<file path="config.mk">
export PLATFORM = sky130hd
export DESIGN_NAME = nfc_asynch_ram_sync
export DESIGN_NICKNAME = d
export VERILOG_FILES = /design/src/rtl/nfc_pkg.sv /design/src/rtl/nfc_pulse_stretch.sv /design/src/rtl/nfc_asynch_ram_sync.sv
export SDC_FILE = /design/constraint.sdc
export NUM_CORES = 1
export LEC_CHECK = 0
export ABC_CLOCK_PERIOD_IN_PS = 1800
export BUFFER_PORTS_ARGS = -buffer_cell sky130_fd_sc_hd__buf_2
export CORE_UTILIZATION = 60
export DETAILED_ROUTE_END_ITERATION = 8
export PLACE_DENSITY = 0.82
export SLEW_MARGIN = 20
export SYNTH_ARGS = -nofsm -noshare
export SYNTH_HDL_FRONTEND = slang
export SYNTH_SLANG_ARGS = --single-unit
</file>
<file path="constraint.sdc">
create_clock -name clk -period 1.8 [get_ports clk]
set_input_delay 0.09 -clock clk [delete_from_list [all_inputs] [get_ports clk]]
set_output_delay 0.09 -clock clk [all_outputs]
set_load 0.03 [all_outputs]
</file>
<file path="src/rtl/nfc_pkg.sv">
// Shared sizing for the NFC ECC register-file FIFO and synchronizer.
// Word/byte-lane widths and register-file depth/address width.
package nfc_pkg;

  localparam int DAT_WID  = 16;
  localparam int RF_DEPTH = 16;
  localparam int RF_AWID  = 4;
  localparam int LANE_WID = 8;
  localparam int LANES    = DAT_WID / LANE_WID;

endpackage

</file>
<file path="src/rtl/nfc_pulse_stretch.sv">
// Stretches fast-rate event pulses into one-slow-period pulses.
// Ports: clk, rst_n, slow_en (tick), pulse_in (event), pulse_out.
module nfc_pulse_stretch (
  input  logic clk,
  input  logic rst_n,
  input  logic slow_en,
  input  logic pulse_in,
  output logic pulse_out
);

  logic pend;

  // Events between ticks accumulate in pend; an event
  // coinciding with the tick goes straight to the output.
  always_ff @(posedge clk or negedge rst_n) begin
    if (!rst_n) begin
      pend      <= 1'b0;
      pulse_out <= 1'b0;
    end else if (slow_en) begin
      pulse_out <= pend | pulse_in;
      pend      <= 1'b0;
    end else begin
      pend      <= pend | pulse_in;
    end
  end

endmodule

</file>
<file path="src/rtl/nfc_asynch_ram_sync.sv">
// Byte-lane register file with combinational read plus pulse stretcher.
// Ports: clk, rst_n, write[1:0], addr_wr, data_in, read, addr_rd,
//        data_out, slow_en, pulse_in, pulse_out.
module nfc_asynch_ram_sync #(
  parameter int DAT_WID  = nfc_pkg::DAT_WID,
  parameter int RF_DEPTH = nfc_pkg::RF_DEPTH,
  parameter int RF_AWID  = nfc_pkg::RF_AWID
) (
  input  logic               clk,
  input  logic               rst_n,
  input  logic [1:0]         write,
  input  logic [RF_AWID-1:0] addr_wr,
  input  logic [DAT_WID-1:0] data_in,
  input  logic               read,
  input  logic [RF_AWID-1:0] addr_rd,
  output logic [DAT_WID-1:0] data_out,
  input  logic               slow_en,
  input  logic               pulse_in,
  output logic               pulse_out
);

  import nfc_pkg::*;

  logic [DAT_WID-1:0] mem [RF_DEPTH];

  always_ff @(posedge clk or negedge rst_n) begin
    if (!rst_n) begin
      for (int i = 0; i < RF_DEPTH; i++)
        mem[i] <= '0;
    end else begin
      for (int l = 0; l < LANES; l++)
        if (write[l])
          mem[addr_wr][l*LANE_WID +: LANE_WID] <=
            data_in[l*LANE_WID +: LANE_WID];
    end
  end

  // No write bypass: a same-cycle write shows up after the edge.
  assign data_out = read ? mem[addr_rd] : '0;

  nfc_pulse_stretch u_stretch (
    .clk       (clk),
    .rst_n     (rst_n),
    .slow_en   (slow_en),
    .pulse_in  (pulse_in),
    .pulse_out (pulse_out)
  );

endmodule

</file>
==> results_dict.tcl <==
set metrics [dict create \
    outcome "finished, violations left" \
    violations "negative setup slack" \
    slowest_stage "mux4_2" \
    critPathCaptureType "primary output" \
    crit_path_end "data_out[11]" \
    arrival_ps 1910 \
    grt-ovfl-total 0 \
    final_area_mm2 0.0139 \
    syn_nets 885 \
    max-vdd-ir-drop_v 0.000673 \
    grt_pass1_wl_um 43500 \
    worst_pin_slew_ps 886 \
    post-route-period-util_pct 111 \
    cap_viol_max_count 0 \
    crit_path_start "mem[139]" \
    design_power_total_mw 16.1 \
    regArea_mm2 0.00646 \
    yosysMostFrequentCell "dfrtp_1" \
    io_buffers 47 \
    cts_inserted_buffers 26 \
    syn_area_mm2 0.0119 \
    cpPeakStageDelay_ps 490 \
    max_freq_mhz 500 \
    r2r_start "u_stretch.pend" \
    synth_cells 854 \
    core_area_mm2 0.0195 \
    die_area_mm2 0.0204 \
    finalWirelength_um 27400 \
    grt_pass1_vias 7695 \
    yosysTopAreaCell "dfrtp_1" \
    drt_iter0_drc 487 \
    ctsHtreeMaxLevel 1 \
    multi_input_area_mm2 0.00540 \
    yosysSeqAreaShare_pct 54.2 \
    synthFlopType "dfrtp_1" \
    drc 0 \
    grt_max_degree 57 \
    clk_latency_ps 510 \
    reg2reg_depth 3 \
    finalHoldViolations 0 \
    die_y_um 143 \
    yosysWarnings 0 \
    crit_type "flip-flop to primary output" \
    p_leak_nw 6.31 \
    crit_cells 5 \
    first_pass_iters 5 \
    rows 51 \
    hp-class "input pin to flip-flop" \
    cp.required_ps 1710 \
    drive_gt1_share_pct 45.6 \
    crit_chain "mux4_2, nand2b_4, nand3_4, o21ai_2, buf_6" \
    ant_nets 0 \
    fill_cells 1276 \
    routabilityCongestion 0.784 \
    wire_per_inst_um 22.3 \
    ioPinCount 48 \
    clkSinkCount 258 \
    synth_common_cells "dfrtp_1, mux2_2, mux2i_1" \
    start_kind "flip-flop" \
    yosysUniqueCellTypes 23 \
    antenna_found_initial 1 \
    crit_fanout 2 \
    syn2layout_area_growth_pct 16.9 \
    final_nets 978 \
    cts_tree "yes" \
    rsz0062_at_grt "true" \
    synth_edf_count 0 \
    synth.top_cell.area_share_pct 54.2 \
    synth.avg_cell_area_um2 14.0 \
    vias_per_cell 6.07 \
    detailed_place_hpwl_um 17900 \
    yosys-top-cells-area "dfrtp_1, mux2_2, mux2i_1" \
    crit_buf_inv 1 \
    synth-seq-cells 258 \
    max-clock-path-buffers 3 \
    setup_viol 15 \
    r2r_setup_slack_ps 600 \
    placedInstanceArea_mm2 0.0128 \
    vias 7451 \
    synth_async_sr_flop_share_pct 100 \
    initial_utilization_pct 61.2 \
    clockRootBuffer "clkbuf_16" \
    clk_pin_slew_worst_paths_ps 60 \
    power.density_mw_per_mm2 1160 \
    max_slew_margin_pct 40.8 \
    drv_slew 0 \
    die_w_um 143 \
    min_period_ps 2000 \
    layout_setup_ws_ps -201 \
    timing.rr.end "u_stretch.pend" \
    crit_family "multiplexers" \
    grt.total_usage_pct 28.2 \
    skew_ps 0.0240 \
    dpl_worst_slack_ps -86.3 \
]
-- worst min-delay path by stage --
stage	from	to	slack [ps]	cells past startpoint
finish	data_in[6]	mem[198]	50	2
global route	data_in[6]	mem[198]	50	2
CTS	data_in[6]	mem[198]	30	2
detailed placement	rst_n	mem[234]	60	1
global placement	rst_n	mem[234]	60	1
floorplan	rst_n	mem[0]	-210	0
-- metrics by stage --
stage | setup TNS (ps) | util [%] | cells | hold WS [ps]
after floorplan | 0 | - | 854 | -206
after global placement | -127 | 65.7 | 1171 | 57.5
after detailed placement | -106 | 65.7 | 1171 | 58.9
after CTS | -1980 | 71.2 | 1221 | 25.1
after global routing | -2860 | 71.6 | 1227 | 49.5
final | -1940 | 71.6 | 1227 | 49.4
-- timing repair --
item / 4_1_cts / 5_1_grt
resized for setup: 59 / 6
hold endpoints to repair: 232 / 0
endpoints found under the setup margin: 15 / 16
buffers inserted: 4 / 5
pin swaps: 0 / 0
hold buffers: 4 / 0
-- power breakdown --
part           internal (mW)  switching, mW
Clock                   2.94           2.13
Sequential              7.14          0.679
Combinational           1.79           1.43
Total                   11.9           4.24
-- metal layers --
layer | part of all wire (%) | vias up | track usage [%]
met5 | 0 | - | 0
met4 | 1.5 | 0 | 6.51
met3 | 5.3 | 34 | 3.99
met2 | 48 | 183 | 44.5
met1 | 46 | 3942 | 41.4
li1 | - | 3292 | -
-- area by class of cell --
cell class / instances / share of cell area (%)
Multi-Input combinational cell: 544 / 38.8
Antenna cell: 1 / 0.0180
Clock buffer: 36 / 5.24
Tap cell: 265 / 2.38
Sequential cell: 258 / 46.3
Clock inverter: 6 / 0.395
Timing Repair Buffer: 117 / 6.83
-- worst reg2reg max path: stages, from the launching register on --
cell           delay (ps)
dfrtp_1               360
nor2_1                130
nor2_1                 50
dlygate4sd3_1         540
-- logic make-up after synthesis --
logic type,synth area share [%]
buffers and inverters,2.18
AND/OR/NAND/NOR,4.44
flip-flops,54.2
multiplexers,35.2
AO/OA/AOI/OAI,4.05
-- registers in the layout (all words and copies together), names as in the netlist --
register             count
mem                    256
u_stretch.pend           1
u_stretch.pulse_out      1
-- cells in the final DEF (no fill, tap or decap), types with 3 or more instances in the layout --
master / Yosys / final
a22oi_1: 53 / 53
buf_12: 0 / 8
buf_2: 7 / 30
buf_4: 7 / 66
buf_6: 4 / 8
clkbuf_1: 32 / 7
clkbuf_16: 0 / 27
clkinv_2: 0 / 5
dfrtp_1: 258 / 258
dlygate4sd3_1: 0 / 4
mux2_1: 32 / 32
mux2_2: 224 / 224
mux2i_1: 106 / 104
mux4_2: 11 / 11
nand2_1: 28 / 28
nand2b_1: 13 / 3
nand2b_4: 0 / 10
nand3_1: 18 / 10
nand3_2: 0 / 4
nand3_4: 0 / 4
nor2_1: 5 / 4
nor2_2: 24 / 25
nor2b_1: 7 / 5
o21ai_0: 16 / 7
o21ai_2: 0 / 6
No activity file was read; power rests on OpenSTA's default activity.
